--- config.mk ---
export PLATFORM = sky130hd
export DESIGN_NAME = mem_access_ctrl
export DESIGN_NICKNAME = d
export VERILOG_FILES = /design/src/rtl/mem_defs_pkg.sv /design/src/rtl/mem_access_ctrl_load_extend.sv /design/src/rtl/mem_access_ctrl.sv
export SDC_FILE = /design/constraint.sdc
export NUM_CORES = 1
export LEC_CHECK = 0
export CORE_UTILIZATION = 30
export CTS_BUF_LIST = sky130_fd_sc_hd__clkbuf_8
export DETAILED_ROUTE_END_ITERATION = 8
export SYNTH_ARGS = -nofsm -noshare
export SYNTH_HDL_FRONTEND = slang
export SYNTH_SLANG_ARGS = --single-unit
--- constraint.sdc ---
create_clock -name clk -period 1.9 [get_ports clk]
set_input_delay 0.38 -clock clk [delete_from_list [all_inputs] [get_ports clk]]
set_output_delay 0.38 -clock clk [all_outputs]
set_load 0.02 [all_outputs]
--- src/rtl/mem_defs_pkg.sv ---
`default_nettype none
// +----------------------------------------------------------------------+
// | Package : mem_defs                                                   |
// | Shared encodings for the data-memory access controller: size codes,  |
// | read/write strobe values, FSM states and small size helpers.         |
// | Revision: 1.0                                                        |
// +----------------------------------------------------------------------+
package mem_defs;

  localparam logic [1:0] SIZE_WORD = 2'b00;
  localparam logic [1:0] SIZE_BYTE = 2'b01;
  localparam logic [1:0] SIZE_HALF = 2'b10;
  localparam logic [1:0] SIZE_RSVD = 2'b11;

  localparam logic RW_READ  = 1'b1;
  localparam logic RW_WRITE = 1'b0;

  typedef enum logic [1:0] {
    IDLE         = 2'd0,
    ACCESS       = 2'd1,
    RESP         = 2'd2,
    ACCESS_SPLIT = 2'd3
  } state_t;

  // Number of bytes touched by an access; the reserved code touches none.
  function automatic logic [2:0] size_bytes(input logic [1:0] size);
    case (size)
      SIZE_WORD: return 3'd4;
      SIZE_HALF: return 3'd2;
      SIZE_BYTE: return 3'd1;
      default:   return 3'd0;
    endcase
  endfunction

  // Keeps only the right-justified bits that belong to the access size.
  function automatic logic [31:0] size_mask(input logic [1:0] size);
    case (size)
      SIZE_BYTE: return 32'h0000_00FF;
      SIZE_HALF: return 32'h0000_FFFF;
      default:   return 32'hFFFF_FFFF;
    endcase
  endfunction

endpackage
`default_nettype wire

--- src/rtl/mem_access_ctrl_load_extend.sv ---
`default_nettype none
// +----------------------------------------------------------------------+
// | Module  : load_extend                                                |
// | Zero- or sign-extends right-justified byte/halfword load data;       |
// | words pass through unchanged.                                        |
// | Revision: 1.0                                                        |
// +----------------------------------------------------------------------+
module load_extend
  import mem_defs::*;
(
  input  logic [31:0] i_data,
  input  logic [1:0]  i_size,
  input  logic        i_signed,
  output logic [31:0] o_data
);

  // Select the extension from the access size and signedness.
  always_comb begin
    o_data = i_data;
    case (i_size)
      SIZE_BYTE: o_data = i_signed ? {{24{i_data[7]}}, i_data[7:0]}
                                   : {24'b0, i_data[7:0]};
      SIZE_HALF: o_data = i_signed ? {{16{i_data[15]}}, i_data[15:0]}
                                   : {16'b0, i_data[15:0]};
      default:   o_data = i_data;
    endcase
  end

endmodule
`default_nettype wire

--- src/rtl/mem_access_ctrl.sv ---
`default_nettype none
// +----------------------------------------------------------------------+
// | Module  : mem_access_ctrl                                            |
// | Single-outstanding load/store initiator for the big-endian 256-byte  |
// | data memory: legality check, timed memory access, extended response. |
// | Option  : MISALIGN_SPLIT_EN - misaligned in-range half/word accesses |
// |           run as sequential byte accesses instead of erroring.       |
// | Revision: 1.0                                                        |
// +----------------------------------------------------------------------+
module mem_access_ctrl
  import mem_defs::*;
#(
  parameter int MEM_LATENCY = 1,
  parameter int MEM_BYTES   = 256
) (
  input  logic        clk,
  input  logic        reset_n,
  input  logic        req_valid,
  output logic        req_ready,
  input  logic        req_write,
  input  logic [1:0]  req_size,
  input  logic        req_signed,
  input  logic [31:0] req_addr,
  input  logic [31:0] req_wdata,
  output logic        resp_valid,
  input  logic        resp_ready,
  output logic [31:0] resp_rdata,
  output logic        resp_err,
  output logic [31:0] mem_addr,
  output logic [31:0] mem_wdata,
  output logic [1:0]  mem_size,
  output logic        mem_en,
  output logic        mem_rw,
  input  logic [31:0] mem_rdata
);

  localparam int CW = (MEM_LATENCY > 1) ? $clog2(MEM_LATENCY) : 1;

  state_t        r_state, w_state_nxt;
  logic [CW-1:0] r_lat;
  logic [1:0]    r_size;
  logic          r_write;
  logic          r_signed;
  logic [31:0]   r_rdata;
  logic          r_err;
  logic [31:0]   r_mem_addr;
  logic [31:0]   r_mem_wdata;
  logic [1:0]    r_mem_size;
  logic          r_mem_rw;

  logic          w_accept;
  logic [2:0]    w_nbytes;
  logic [32:0]   w_end;
  logic          w_rsvd;
  logic          w_misal;
  logic          w_range;
  logic          w_err;
  logic          w_lat_last;
  logic [31:0]   w_ext_data;

  assign w_accept   = req_valid && req_ready;
  assign w_nbytes   = size_bytes(req_size);
  assign w_end      = {1'b0, req_addr} + {30'b0, w_nbytes};
  assign w_rsvd     = (req_size == SIZE_RSVD);
  assign w_misal    = ((req_size == SIZE_WORD) && (req_addr[1:0] != 2'b00)) ||
                      ((req_size == SIZE_HALF) && req_addr[0]);
  assign w_range    = (w_end > 33'(MEM_BYTES));
  assign w_lat_last = (r_lat == CW'(MEM_LATENCY - 1));

  load_extend u_ext (
    .i_data   (mem_rdata),
    .i_size   (r_size),
    .i_signed (r_signed),
    .o_data   (w_ext_data)
  );

`ifdef MISALIGN_SPLIT_EN
  logic          w_split;
  logic [1:0]    w_blast;
  logic [31:0]   w_split_ext;
  logic [1:0]    r_bidx;
  logic [1:0]    r_blast;
  logic          r_gap;
  logic [23:0]   r_asm;
  logic [31:0]   r_wdata;

  // Byte k of a store, counted from the most significant byte of the size.
  function automatic logic [7:0] split_byte(input logic [31:0] d,
                                            input logic [1:0]  last,
                                            input logic [1:0]  k);
    logic [4:0] sh;
    sh = {2'(last - k), 3'b000};
    return 8'(d >> sh);
  endfunction

  assign w_split = w_misal && !w_rsvd && !w_range;
  assign w_err   = w_rsvd || w_range;
  assign w_blast = 2'(w_nbytes - 3'd1);

  // Earlier bytes are more significant: shift them up as each byte lands.
  load_extend u_ext_split (
    .i_data   ({r_asm, mem_rdata[7:0]}),
    .i_size   (r_size),
    .i_signed (r_signed),
    .o_data   (w_split_ext)
  );

  // Split-access bookkeeping: byte index, inter-byte gap and assembly.
  always_ff @(posedge clk or negedge reset_n) begin
    if (!reset_n) begin
      r_bidx  <= 2'd0;
      r_blast <= 2'd0;
      r_gap   <= 1'b0;
      r_asm   <= 24'd0;
      r_wdata <= 32'd0;
    end else if (r_state == IDLE) begin
      if (w_accept) begin
        r_bidx  <= 2'd0;
        r_blast <= w_blast;
        r_gap   <= 1'b0;
        r_asm   <= 24'd0;
        r_wdata <= req_wdata & size_mask(req_size);
      end
    end else if (r_state == ACCESS_SPLIT) begin
      if (r_gap) begin
        r_gap  <= 1'b0;
        r_bidx <= r_bidx + 2'd1;
      end else if (w_lat_last) begin
        r_asm <= {r_asm[15:0], mem_rdata[7:0]};
        r_gap <= (r_bidx != r_blast);
      end
    end
  end
`else
  assign w_err = w_rsvd || w_misal || w_range;
`endif

  // State register.
  always_ff @(posedge clk or negedge reset_n) begin
    if (!reset_n) r_state <= IDLE;
    else          r_state <= w_state_nxt;
  end

  // Next-state decode and handshake/strobe outputs.
  always_comb begin
    w_state_nxt = r_state;
    req_ready   = 1'b0;
    resp_valid  = 1'b0;
    mem_en      = 1'b0;
    case (r_state)
      IDLE: begin
        req_ready = 1'b1;
        if (w_accept) begin
          if (w_err) w_state_nxt = RESP;
`ifdef MISALIGN_SPLIT_EN
          else if (w_split) w_state_nxt = ACCESS_SPLIT;
`endif
          else w_state_nxt = ACCESS;
        end
      end
      ACCESS: begin
        mem_en = 1'b1;
        if (w_lat_last) w_state_nxt = RESP;
      end
      RESP: begin
        resp_valid = 1'b1;
        if (resp_ready) w_state_nxt = IDLE;
      end
      ACCESS_SPLIT: begin
`ifdef MISALIGN_SPLIT_EN
        mem_en = !r_gap;
        if (!r_gap && w_lat_last && (r_bidx == r_blast)) w_state_nxt = RESP;
`else
        w_state_nxt = IDLE;
`endif
      end
      default: w_state_nxt = IDLE;
    endcase
  end

  // Request capture, access timing and response data.
  always_ff @(posedge clk or negedge reset_n) begin
    if (!reset_n) begin
      r_lat       <= '0;
      r_size      <= SIZE_WORD;
      r_write     <= 1'b0;
      r_signed    <= 1'b0;
      r_rdata     <= 32'd0;
      r_err       <= 1'b0;
      r_mem_addr  <= 32'd0;
      r_mem_wdata <= 32'd0;
      r_mem_size  <= SIZE_WORD;
      r_mem_rw    <= RW_READ;
    end else begin
      case (r_state)
        IDLE: begin
          if (w_accept) begin
            r_lat       <= '0;
            r_size      <= req_size;
            r_write     <= req_write;
            r_signed    <= req_signed;
            r_rdata     <= 32'd0;
            r_err       <= w_err;
            r_mem_addr  <= req_addr;
            r_mem_size  <= req_size;
            r_mem_rw    <= req_write ? RW_WRITE : RW_READ;
            r_mem_wdata <= req_wdata & size_mask(req_size);
`ifdef MISALIGN_SPLIT_EN
            if (w_split) begin
              r_mem_size  <= SIZE_BYTE;
              r_mem_wdata <= {24'b0, split_byte(req_wdata & size_mask(req_size),
                                                w_blast, 2'd0)};
            end
`endif
          end
        end
        ACCESS: begin
          if (w_lat_last) begin
            r_lat <= '0;
            if (!r_write) r_rdata <= w_ext_data;
          end else begin
            r_lat <= r_lat + CW'(1);
          end
        end
`ifdef MISALIGN_SPLIT_EN
        ACCESS_SPLIT: begin
          if (r_gap) begin
            r_mem_addr  <= r_mem_addr + 32'd1;
            r_mem_wdata <= {24'b0, split_byte(r_wdata, r_blast, r_bidx + 2'd1)};
          end else if (w_lat_last) begin
            r_lat <= '0;
            if ((r_bidx == r_blast) && !r_write) r_rdata <= w_split_ext;
          end else begin
            r_lat <= r_lat + CW'(1);
          end
        end
`endif
        default: begin
        end
      endcase
    end
  end

  assign resp_rdata = r_rdata;
  assign resp_err   = r_err;
  assign mem_addr   = r_mem_addr;
  assign mem_wdata  = r_mem_wdata;
  assign mem_size   = r_mem_size;
  assign mem_rw     = r_mem_rw;

endmodule
`default_nettype wire
After elaboration in Yosys (flattened, before gate mapping)

Index checks and enable logic that the tools add are counted.

Input port bits: 104
Register bits after elaboration: 105
Word-level logic and storage cells: 63
Output and inout bits: 103

Reductions and logical operators: 14
$add $sub $neg: 2
Equality and inequality tests: 12
Magnitude comparators: 1
Bitwise operators: 1
Multiplexer cells: 23

Operators by type and width:

| kind                                                                             | number |
|---|---|
| 32-bit 2-to-1 mux                                                                | 7 |
| 32-bit one-hot mux with 2 select lines                                           | 3 |
| 32-bit by 3-bit adder with 33-bit output                                         | 1 |
| 33-bit by 9-bit greater-than comparator with 1-bit output, second input constant | 1 |
| 32-bit bitwise AND                                                               | 1 |
| 2-bit == test, second input constant                                             | 5 |
| 3-bit one-hot mux with 3 select lines                                            | 1 |
| 2-bit 2-to-1 mux                                                                 | 4 |
| 2-bit != test, second input constant                                             | 4 |
| 2-bit one-hot mux with 4 select lines                                            | 1 |
| 2-bit by 1-bit == test with 1-bit output, second input constant                  | 3 |
| 1-bit 2-to-1 mux                                                                 | 6 |
| 2-bit zero test                                                                  | 2 |
| 2-bit AND reduction                                                              | 2 |
| 4-bit AND reduction                                                              | 1 |
| 2-bit nonzero test                                                               | 2 |
| 1-bit logical AND                                                                | 3 |
| 1-bit logical OR                                                                 | 3 |
| 3-bit AND reduction                                                              | 1 |
| 1-bit one-hot mux with 2 select lines                                            | 1 |
| 1-bit adder, second input constant                                               | 1 |

Logic depth before layout (Yosys ltp)

Gate-level depths: netlist of the first run.

Word-level depth: 8
Gate-level depth with buffers: 12
Mapped depth without buffers: 12

Cells and area by module

A second synthesis of the first run with hierarchy kept.

Cells, all modules: 588
Area total of the unflattened synthesis: 5,531.6 um^2

By module, submodules not included:

| module          | area an instance (um^2) | seq. area each (um^2) | cells each | times used |
|---|---|---|---|---|
| mem_access_ctrl | 5,151.2                 | 2,603.7               | 526        | 1 |
| load_extend     | 380.4                   | 0.0                   | 62         | 1 |

Least setup slack after synthesis of the first run

No wires, ideal clock.

Path type: input port to flip-flop
Start point: input port req_size[0]
End point: register r_state[1]
Path buffers: 1
Path slack: -0.914 ns
Stages on the path: 12
Data required time: 1.753 ns
Setup time: 0.147 ns
Arrival time: 2.668 ns
Path through: inv_1 > ha_1 > ha_1 > a21o_1 > a21oi_1 > buf_2 > nor4_1 > or3_1 > a211oi_2 > nand4_1 > o41ai_1 > a21oi_1

Word-level cells in the longest chain between the ends: 8
Elaborated cells on any way between the ends: 15
Classes of those cells: add/sub (1); order compare (1); eq/ne (3); mux (4); reduce/logical (6)

RTL lines:

| element                                                                                              | line                                          | text |
|---|---|---|
| start, declared                                                                                      | mem_access_ctrl.sv:21                         | `input logic [1:0] req_size,` |
| 2-bit by 1-bit == test with 1-bit output, or another cell as far along                               | mem_defs_pkg.sv:27                            | `case (size)` |
| 3-bit one-hot mux with 3 select lines, or another cell as far along                                  | mem_defs_pkg.sv:27                            |  |
| 32-bit by 3-bit adder with 33-bit output / 1-bit logical OR (equally long branches)                  | mem_access_ctrl.sv:63, mem_access_ctrl.sv:65  |  |
| 33-bit by 9-bit greater-than comparator with 1-bit output / 1-bit logical OR (equally long branches) | mem_access_ctrl.sv:67, mem_access_ctrl.sv:135 |  |
| 1-bit logical OR (*)                                                                                 | mem_access_ctrl.sv:135                        | `assign w_err = w_rsvd \|\| w_misal \|\| w_range;` |
| 2-bit 2-to-1 mux (*)                                                                                 | mem_access_ctrl.sv:154                        | `if (w_err) w_state_nxt = RESP;` |
| 2-bit 2-to-1 mux (*)                                                                                 | mem_access_ctrl.sv:153                        | `if (w_accept) begin` |
| 2-bit one-hot mux with 4 select lines (*)                                                            | mem_access_ctrl.sv:150                        | `case (r_state)` |
| end signal, assigned                                                                                 | mem_access_ctrl.sv:141                        | `else r_state <= w_state_nxt;` |
| end, declared                                                                                        | mem_access_ctrl.sv:39                         | `state_t r_state, w_state_nxt;` |

Every way passes the cells marked *; elsewhere a longest branch is shown, timed or not. The select of a mux whose other input is x is not followed.
A chain may end at the register's enable or synchronous reset.

Final worst setup path of the first run

Start point: input port req_size[1]
End point: register r_state[1]

The elaborated chain is that of the path after synthesis.

==> results of run 1 <==
==> cells by family (layout without fill, tap and decap cells) <==
kind of cell / count (synthesis) / after routing / synth area share [%]
xor+xnor: 5 / 5 / 0.8532
simple gates: 297 / 297 / 27.39
flops: 104 / 104 / 50.72
fa+ha+maj: 12 / 12 / 3.071
buf+inv: 43 / 323 / 3.315
compound gates: 112 / 113 / 13.87
mux: 4 / 4 / 0.7799
==> metal layers <==
metal	vias to the layer above	GRT usage (%)	routed length, um
li1	2505	-	-
met1	2430	24.22	7498
met2	163	32.55	8133
met3	16	3.218	748
met4	0	6.641	245
met5	-	0	0
==> cell usage after synthesis, drive strengths merged (2+ instances only) <==
| cell | instances |
|---|---|
| a211oi | 2 |
| a21o | 3 |
| a21oi | 18 |
| a22o | 17 |
| a311oi | 2 |
| a31oi | 2 |
| and2 | 4 |
| and4 | 7 |
| buf | 7 |
| clkbuf | 26 |
| dfrtp | 103 |
| ha | 11 |
| inv | 10 |
| mux2i | 4 |
| nand2 | 183 |
| nand2b | 43 |
| nand3 | 7 |
| nand4 | 8 |
| nor2 | 15 |
| nor2b | 3 |
| nor3 | 6 |
| nor3b | 2 |
| nor4 | 10 |
| o211ai | 2 |
| o21a | 2 |
| o21ai | 52 |
| o31a | 2 |
| o31ai | 2 |
| or2 | 2 |
| or4 | 2 |
| xnor2 | 2 |
| xor2 | 3 |
==> power groups by stage <==
stage	combinational (mW)	clock (mW)	sequential [mW]
global route	2.61	1.58	2.78
global placement	2.36	0	2.76
detailed placement	2.39	0	2.77
finish	2.42	1.43	2.73
floorplan	0.668	0	3.16
CTS	2.40	1.49	2.73
==> metrics by stage <==
step / setup TNS, ns / instances
floorplan: -1.581 / 577
global placement: -10.81 / 1051
detailed placement: -12.05 / 1051
CTS: -2.235 / 1073
global route: -2.057 / 1078
finish: -1.672 / 1078
==> registers in the layout, indices dropped and copies added, names as in the netlist <==
| register | count |
|---|---|
| mem_addr | 32 |
| mem_rw | 1 |
| mem_size | 2 |
| mem_wdata | 32 |
| r_signed | 1 |
| r_state | 2 |
| r_write | 1 |
| resp_err | 1 |
| resp_rdata | 32 |
==> how the worst min path moves through the flow <==
stage	from	endpoint	cells past startpoint
2_1_floorplan	reset_n	mem_addr[0]	0
3_3_place_gp	reset_n	resp_rdata[5]	1
3_5_place_dp	reset_n	resp_rdata[4]	1
4_1_cts	req_addr[0]	mem_addr[0]	3
5_1_grt	req_addr[0]	mem_addr[0]	3
6_report	req_addr[0]	mem_addr[0]	3
==> layout make-up <==
cell class / count / area (um^2) / share of cell area (%)
Clock buffer: 9 / 123.9 / 1.451
Clock inverter: 7 / 68.82 / 0.8060
Inverter: 10 / 50.05 / 0.5862
Multi-Input combinational cell: 431 / 2600 / 30.45
Sequential cell: 104 / 2604 / 30.50
Tap cell: 220 / 275.3 / 3.224
Timing Repair Buffer: 297 / 2816 / 32.99
==> critical path, cell delays in order <==
cell	delay, ns
buf_12	0.10
inv_12	0.03
ha_4	0.15
ha_4	0.16
fa_2	0.49
nor2_4	0.11
o21ai_2	0.07
o31ai_2	0.23
o211ai_1	0.14
nor4_2	0.20
nand4_1	0.18
buf_4	0.19
o41ai_4	0.21
a21oi_1	0.11
==> what timing repair did <==
action	in CTS	in global routing
gates resized for setup	22	36
setup buffers	5	5
cloned	0	1
pin swaps	15	31
hold buffers	1	0
setup endpoints to repair	23	4
endpoints found under the hold margin	28	0
==> flow_metrics.py, run 1 <==
metrics = {
    "final_layout": {
        "layout.nets": 969,
        "final_cell_mix": "clkdlybuf4s50_1 (190), nand2_1 (180), dfrtp_1 (103)",
        "final_cell_area_um2": 8538,
        "n_fill_cell": 1529,
        "insertedDiodeCount": 0,
        "area.growth.synth_to_final_pct": 66.32,
        "final_common_cell": "clkdlybuf4s50_1",
        "final_core_util_pct": 51.30,
        "layout-drive-gt1-share_pct": 17.72,
    },
    "power_and_ir_drop": {
        "pwr-share-clk_pct": 21.7,
        "power_mw": 6.571,
        "ir_drop_uv": 361.4,
        "power_leakage_nw": 3.848,
        "power.switching_mw": 2.256,
        "combPwrFrac_pct": 36.8,
        "p_sw_share_pct": 34.33,
        "p_int_mw": 4.315,
        "power_frac_seq_pct": 41.5,
        "power.density_nw_per_um2": 769.6,
    },
    "global_routing": {
        "grt_usage_pct": 19.05,
        "antenna_found_initial": 0,
        "grt_max_degree": 58,
        "grt_overflow": 0,
        "grt_pass1_wl_mm": 26.60,
        "grt_pass1_vias": 5166,
    },
    "critical_path": {
        "endpoint": "r_state[1]",
        "crit_path_start": "req_size[1]",
        "r2r_start": "mem_size[0]",
        "cp_data_arrival_time_ns": 2.76,
        "worstSetupStartpointType": "input pin",
        "critPathMaxFanout": 3,
        "cp-end-kind": "flop",
        "r2r-end": "resp_rdata[13]",
        "r2r_slack_ns": 0.15,
        "critPathKind": "input pin to flop",
        "critPathRequiredTime_ns": 2.16,
        "r2r_cells": 6,
    },
    "drt": {
        "ant_nets": 0,
        "firstDrtPassIters": 4,
        "drt_iter0_drc": 276,
        "post-route-drc-count": 0,
        "wl_mm": 16.63,
        "via_count": 5114,
        "wl_per_cell_um": 15.42,
        "viasPerCell": 4.744,
    },
    "job": {
        "maxCapViolCount": 0,
    },
    "synthesis": {
        "async_flop_share_pct": 100.0,
        "syn_avg_cell_area_um2": 8.897,
        "syn_inst": 577,
        "synth.net_count": 693,
        "yosysTopAreaCell": "dfrtp_1",
        "synth.top_cell.area_share_pct": 50.21,
        "synthTopCellsByArea": "dfrtp_1 (50%), nand2_1 (13%), nand2b_1 (5.2%)",
        "ys.flop_type": "dfrtp_1",
        "synth_edf_count": 0,
        "syn-cell-area_um2": 5134,
        "ys_seq_area_share_pct": 50.72,
        "ys_ff_latch": 104,
        "synth_warnings": 0,
        "synth_cell_types": 55,
    },
    "die": {
        "fp.dieArea_um2": 17640,
        "core_um2": 16640,
        "die_y_um": 132.8,
        "ios": 207,
        "fp.dieW_um": 132.8,
        "floorplan.rows": 47,
        "initial_core_util_pct": 30.85,
    },
    "sta": {
        "setup_ws_ns": -0.6071,
        "rsz0062_at_grt": "yes",
        "fin_skew_ns": 0.009296,
        "worst_pin_slew_ns": 0.6962,
        "fin_crit_sh_pct": 132.0,
        "whs_ns": 0.2620,
        "slew_headroom_pct": 53.54,
        "max_freq_mhz": 398.9,
        "slew_violations": 0,
        "fin_crit_ns": 2.507,
        "setup_viol": 3,
        "hold_viol": 0,
    },
    "cts": {
        "clkLatencyLatePin_ns": 0.38,
        "cts_num_sinks": 104,
        "cts-buffers-inserted": 9,
        "clk_pin_slew_worst_paths_ns": 0.10,
        "cts_tree": "yes",
        "cts_max_level": 3,
        "cts_root_buf": "clkbuf_8",
        "cts_buffer_depth": 2,
    },
    "min_path": {
        "hold_path_class": "input pin to flop",
    },
    "placed_design": {
        "gp_congestion": 0.8895,
        "place_ws_ns": -1.581,
        "placed_area_um2": 8089,
        "post-dp-hpwl_mm": 12.46,
        "portBuffers": 206,
    },
    "run_status": {
        "failed_checks": "negative setup slack",
        "outcome": "complete, but fails checks",
    },
}
Note: power is estimated with default switching activity, not from simulation.
==> run 2, diff against run 1 <==
--- a/config.mk
+++ b/config.mk
@@ -11,3 +11,4 @@
 export SYNTH_ARGS = -nofsm -noshare
 export SYNTH_HDL_FRONTEND = slang
+export SYNTH_HIERARCHICAL = 1
 export SYNTH_SLANG_ARGS = --single-unit
==> constraint.sdc (replaced) <==
create_clock -name clk -period 1.9 [get_ports clk]
set_input_delay 0.38 -clock clk [delete_from_list [all_inputs] [get_ports clk]]
set_output_delay 0.38 -clock clk [all_outputs]
set_load 0.005 [all_outputs]
==> run 2 against run 1 <==
  * The flow still finishes with violations (negative setup slack)
  * Total power down 7.7%
  * Worst setup slack better by 0.023 ns
  * Final area up 4.4%
  * Largest cell class unchanged
  * Cell count up 2.1%
==> flow_metrics.py, run 2 <==
metrics = {
    "synthesis": {
        "synth.top_cell.area_share_pct": 46.60,
        "synth_warnings": 6,
        "syn_avg_cell_area_um2": 9.407,
        "synth_edf_count": 0,
        "syn_inst": 588,
        "yosysMostFrequentCell": "nand2_1",
        "yosysTopAreaCell": "dfrtp_1",
        "synth-xor-area-share_pct": 0.7917,
        "synth_cell_types": 63,
        "ys_ff_latch": 104,
        "synth_compound_area_share_pct": 11.42,
        "synth_top_family_by_area": "simple AND/OR/NAND/NOR gates",
        "synthTopCellsByArea": "dfrtp_1 (47%), nand2_1 (8.8%), mux2_2 (7.9%)",
        "synth_adder_area_share_pct": 2.850,
        "async_flop_share_pct": 100.0,
        "ys_seq_area_share_pct": 47.07,
        "synth.net_count": 704,
        "synth_commonest_cells": "nand2_1 (129), dfrtp_1 (103), nand3_1 (44), mux2_2 (39), o21ai_0 (34)",
        "synthSimpleGateAreaFrac_pct": 24.50,
        "ys.flop_type": "dfrtp_1",
        "syn-cell-area_um2": 5532,
        "synth.area.mux_share_pct": 8.482,
    },
    "cts": {
        "cts_num_sinks": 104,
        "cts-buffers-inserted": 9,
        "cts_max_level": 3,
        "cts_tree": "yes",
        "cts_root_buf": "clkbuf_8",
        "clk_pin_slew_worst_paths_ns": 0.11,
        "cts_buffer_depth": 2,
        "clkLatencyLatePin_ns": 0.39,
    },
    "placed_design": {
        "post-dp-hpwl_mm": 13.78,
        "portBuffers": 206,
        "place_ws_ns": -1.664,
        "gp_congestion": 0.8733,
        "dp.cells": 1080,
        "placed_area_um2": 8551,
    },
    "global_routing": {
        "grt_overflow": 0,
        "grt_pass1_vias": 5232,
        "grt_usage_pct": 18.48,
        "antenna_found_initial": 0,
        "grt_pass1_wl_mm": 27.07,
        "grt_max_degree": 48,
    },
    "drt": {
        "wl_mm": 17.53,
        "firstDrtPassIters": 4,
        "viasPerCell": 4.820,
        "ant_nets": 0,
        "wl_per_cell_um": 15.92,
        "drt_iter0_drc": 224,
        "post-route-drc-count": 0,
        "via_count": 5307,
    },
    "critical_path": {
        "critPathMaxFanout": 4,
        "r2r_start": "mem_size[0]",
        "critPathKind": "input pin to flop",
        "r2r_cells": 6,
        "crit_path_start": "req_addr[3]",
        "r2r-end": "resp_rdata[11]",
        "r2r_slack_ns": 0.28,
        "worstSetupStartpointType": "input pin",
        "cp-end-kind": "flop",
        "cp_data_arrival_time_ns": 2.80,
        "critPathRequiredTime_ns": 2.21,
    },
    "sta": {
        "whs_ns": 0.3130,
        "slew_violations": 0,
        "hold_viol": 0,
        "setup_ws_ns": -0.5844,
        "fin_skew_ns": 0.01379,
        "worst_pin_slew_ns": 0.5883,
        "fin_setup_tns_ns": -1.742,
        "fin_crit_sh_pct": 130.8,
        "setup_viol": 3,
        "rsz0062_at_grt": "yes",
        "fin_crit_ns": 2.484,
        "slew_headroom_pct": 60.26,
        "max_freq_mhz": 402.5,
    },
    "die": {
        "fp.dieW_um": 137.8,
        "fp.dieArea_um2": 18990,
        "ios": 207,
        "die_y_um": 137.8,
        "core_um2": 18020,
        "floorplan.rows": 49,
        "initial_core_util_pct": 30.69,
    },
    "final_layout": {
        "insertedDiodeCount": 0,
        "final_core_util_pct": 49.44,
        "final_cell_area_um2": 8911,
        "final_common_cell": "clkdlybuf4s50_1",
        "layout.nets": 983,
        "final_cell_mix": "clkdlybuf4s50_1 (197), nand2_1 (128), dfrtp_1 (102)",
        "area.growth.synth_to_final_pct": 61.09,
        "layout-drive-gt1-share_pct": 23.17,
        "layout.cells.non_filler": 1101,
    },
    "power_and_ir_drop": {
        "power.density_nw_per_um2": 680.4,
        "power_mw": 6.063,
        "power_leakage_nw": 3.972,
        "ir_drop_uv": 397.2,
    },
    "job": {
        "maxCapViolCount": 0,
    },
    "run_status": {
        "failed_checks": "negative setup slack",
        "outcome": "complete, but fails checks",
    },
    "min_path": {
        "min_to": "mem_addr[0]",
        "hold_start": "req_addr[0]",
        "hold_path_depth": 2,
        "hold_path_class": "input pin to flop",
    },
}
-- run 2: kinds of logic after synthesis --
family,count (synthesis)
AND/OR/NAND/NOR,276
flip-flops,104
AO/OA/AOI/OAI,100
buffers and inverters,49
multiplexers,42
adder cells (fa/ha/maj),12
XOR/XNOR,5
-- run 2: power breakdown --
part / switching [mW] / leakage (nW) / internal, mW
clock network: 0.843 / 0.105 / 0.663
registers: 0.153 / 1.32 / 2.48
logic: 0.786 / 2.55 / 1.14
-- run 2: worst max-delay path by stage --
stage	end	slack [ns]	cells past startpoint
after CTS	r_state[1]	-0.69	13
after global placement	r_state[1]	-1.48	11
after global routing	r_state[0]	-0.67	13
final	r_state[1]	-0.58	9
after floorplan	r_state[1]	-0.61	11
after detailed placement	r_state[1]	-1.66	11
-- run 2: area by class of cell --
| type | count | area, um^2 |
|---|---|---|
| Clock buffer | 10 | 137.6 |
| Inverter | 10 | 56.30 |
| Sequential cell | 104 | 2605 |
| Multi-Input combinational cell | 435 | 2826 |
| Fill cell | 1672 | 9114 |
| Timing Repair Buffer | 307 | 2919 |
| Clock inverter | 6 | 80.08 |
| Tap cell | 229 | 286.5 |
-- run 2: layer usage --
layer | part of all wire (%) | global-route usage [%]
met1 | 44 | 23.81
met2 | 48 | 31.32
met3 | 6.0 | 4.268
met4 | 1.2 | 4.106
met5 | 0 | 0
-- run 2: what timing repair did --
action	4_1_cts	5_1_grt
pin swaps	7	15
endpoints found under the setup margin	6	3
setup buffers	4	1
hold endpoints to repair	32	0
resized for setup	26	21
hold buffers	1	0
cloned	0	0
-- run 2: critical path: stages --
cell	delay [ns]
clkdlybuf4s50_1	0.50
nand4_2	0.18
or4_4	0.61
buf_4	0.17
o31a_2	0.31
a211o_1	0.26
o211ai_1	0.15
nor3_2	0.08
a21oi_2	0.15
==> run 3, diff against run 2 <==
- CORE_ASPECT_RATIO: unset -> 0.6
- RECOVER_POWER: unset -> 100
==> run 3 against run 2 <==
  * The flow still finishes with violations (negative setup slack)
  * Maximum frequency down 4.4%
  * First-iteration DRC count up 22%
  * Cell count up 2.1%
  * Sequential power about the same
  * Flip-flop and latch count unchanged
  * Final area about the same
==> flow_metrics.py, run 3 (synthesis gave the netlist of run 2 again) <==
metrics = {
    "global_routing": {
        "grt_max_degree": 105,
        "grt_pass1_vias": 5388,
        "grt_usage_pct": 20.37,
        "grt_overflow": 0,
        "antenna_found_initial": 0,
        "grt_pass1_wl_mm": 29.76,
    },
    "job": {
        "maxCapViolCount": 0,
    },
    "drt": {
        "wl_per_cell_um": 16.82,
        "drt_iter0_drc": 274,
        "firstDrtPassIters": 4,
        "wl_mm": 18.90,
        "post-route-drc-count": 0,
        "viasPerCell": 4.861,
        "ant_nets": 0,
        "via_count": 5464,
    },
    "placed_design": {
        "post-dp-hpwl_mm": 14.56,
        "portBuffers": 206,
        "gp_congestion": 0.9538,
        "dp.cells": 1099,
    },
    "final_layout": {
        "final_cell_mix": "nand2_1 (127), buf_4 (105), dfrtp_1 (103)",
        "layout.nets": 996,
        "n_fill_cell": 1704,
        "insertedDiodeCount": 0,
        "regArea_um2": 2604,
        "layout-drive-gt1-share_pct": 23.87,
        "multi_input_area_um2": 2829,
        "area.growth.synth_to_final_pct": 60.94,
        "layout.cells.non_filler": 1124,
        "final_common_cell": "nand2_1",
    },
    "critical_path": {
        "r2r-end": "mem_wdata[15]",
        "r2r_cells": 7,
        "worstSetupStartpointType": "input pin",
        "critPathMaxFanout": 2,
        "cp_data_arrival_time_ns": 2.87,
        "r2r_start": "r_state[1]",
        "critPathRequiredTime_ns": 2.17,
        "critPathKind": "input pin to flop",
        "r2r_slack_ns": 0.07,
        "cp-end-kind": "flop",
        "crit_path_start": "req_addr[0]",
    },
    "cts": {
        "clkLatencyLatePin_ns": 0.36,
        "hold_buffers": 0,
        "cts_buffer_depth": 2,
        "cts_max_level": 3,
        "cts_num_sinks": 104,
        "cts_root_buf": "clkbuf_8",
        "cts_tree": "yes",
        "cts-buffers-inserted": 9,
        "clk_pin_slew_worst_paths_ns": 0.12,
    },
    "die": {
        "fp.dieW_um": 177.3,
        "fp.dieArea_um2": 19000,
        "initial_core_util_pct": 30.62,
        "core_um2": 18070,
        "ios": 207,
        "floorplan.rows": 38,
        "die_y_um": 107.2,
    },
    "power_and_ir_drop": {
        "power_frac_seq_pct": 45.2,
        "power.switching_mw": 1.801,
        "pwr-share-clk_pct": 22.9,
        "combPwrFrac_pct": 31.9,
        "power_leakage_nw": 4.140,
        "power.density_nw_per_um2": 652.4,
        "p_int_mw": 4.007,
        "power_mw": 5.808,
        "ir_drop_uv": 374.0,
        "p_sw_share_pct": 31.01,
    },
    "sta": {
        "fin_crit_sh_pct": 136.8,
        "fin_setup_tns_ns": -2.112,
        "slew_violations": 0,
        "whs_ns": 0.4437,
        "fin_skew_ns": 0.01382,
        "fin_crit_ns": 2.598,
        "setup_viol": 4,
        "setup_ws_ns": -0.6983,
        "rsz0062_at_grt": "yes",
        "max_freq_mhz": 384.9,
        "hold_viol": 0,
        "worst_pin_slew_ns": 1.486,
        "slew_headroom_pct": 0.9239,
    },
    "run_status": {
        "failed_checks": "negative setup slack",
        "outcome": "complete, but fails checks",
    },
    "min_path": {
        "hold_path_class": "input pin to asynchronous set/reset pin",
    },
}
-- run 3: changes by cell type in the layout (fill, tap and decap cells not counted), sizes merged, moves of 2 or more --
cell,previous run,this run
dlygate4sd3,1,98
clkdlybuf4s50,197,101
buf,103,110
clkbuf,11,16
clkinv,4,2
dlygate4sd2,5,3
inv,10,12
-- run 3: final cells by class --
type	instances	share of cell area, %
timing repair buffer	320	33.01
clock inverter	6	0.5903
tap	240	3.373
sequential	104	29.25
inverter	10	0.6044
clock buffer	9	1.391
multi-input combinational	435	31.78
-- run 3: metrics by stage --
stage               utilization [%]  setup WS (ns)  instance area [um^2]
floorplan                         -        -0.6149                  5605
global placement              47.53         -1.502                  8587
detailed placement            47.53         -1.561                  8587
CTS                           49.08        -0.7699                  8867
global route                  49.27        -0.7632                  8902
finish                        49.27        -0.6983                  8902
-- run 3: worst max-delay path by stage --
stage                       endpoint  slack, ns
after floorplan           r_state[1]      -0.61
after global placement    r_state[1]      -1.50
after detailed placement  r_state[1]      -1.56
after CTS                 r_state[1]      -0.77
after global routing      r_state[0]      -0.76
final                     r_state[0]      -0.70
-- run 3: repair_timing --
action	CTS	global route
setup endpoints to repair	6	5
pin swaps	8	18
setup buffers	8	4
gates resized for setup	25	20
-- run 3: power by group through the flow --
stage	Combinational (mW)	Sequential (mW)	Clock [mW]
floorplan	0.732	2.68	0
global placement	1.92	2.67	0
detailed placement	1.93	2.68	0
CTS	1.96	2.64	1.42
global route	2.04	2.66	1.49
finish	1.85	2.62	1.33
-- run 3: critical path, stage by stage --
cell and delay [ns]:
clkdlybuf4s15_1 0.26, ha_4 0.17, fa_2 0.25, a21oi_4 0.08
or4_4 0.48, or3_4 0.41, mux2i_2 0.21, buf_4 0.14
o2111a_1 0.18, nand3_2 0.07, nor4_2 0.25
-- run 3: layer usage --
layer  routed length (um)  vias to the layer above  global-route usage (%)
met1                 9234                     2607                   30.45
met3                 1809                       13                   6.525
met2                 7639                      214                   28.07
met5                    0                        -                       0
met4                  221                        0                   4.335
li1                     -                     2630                       -
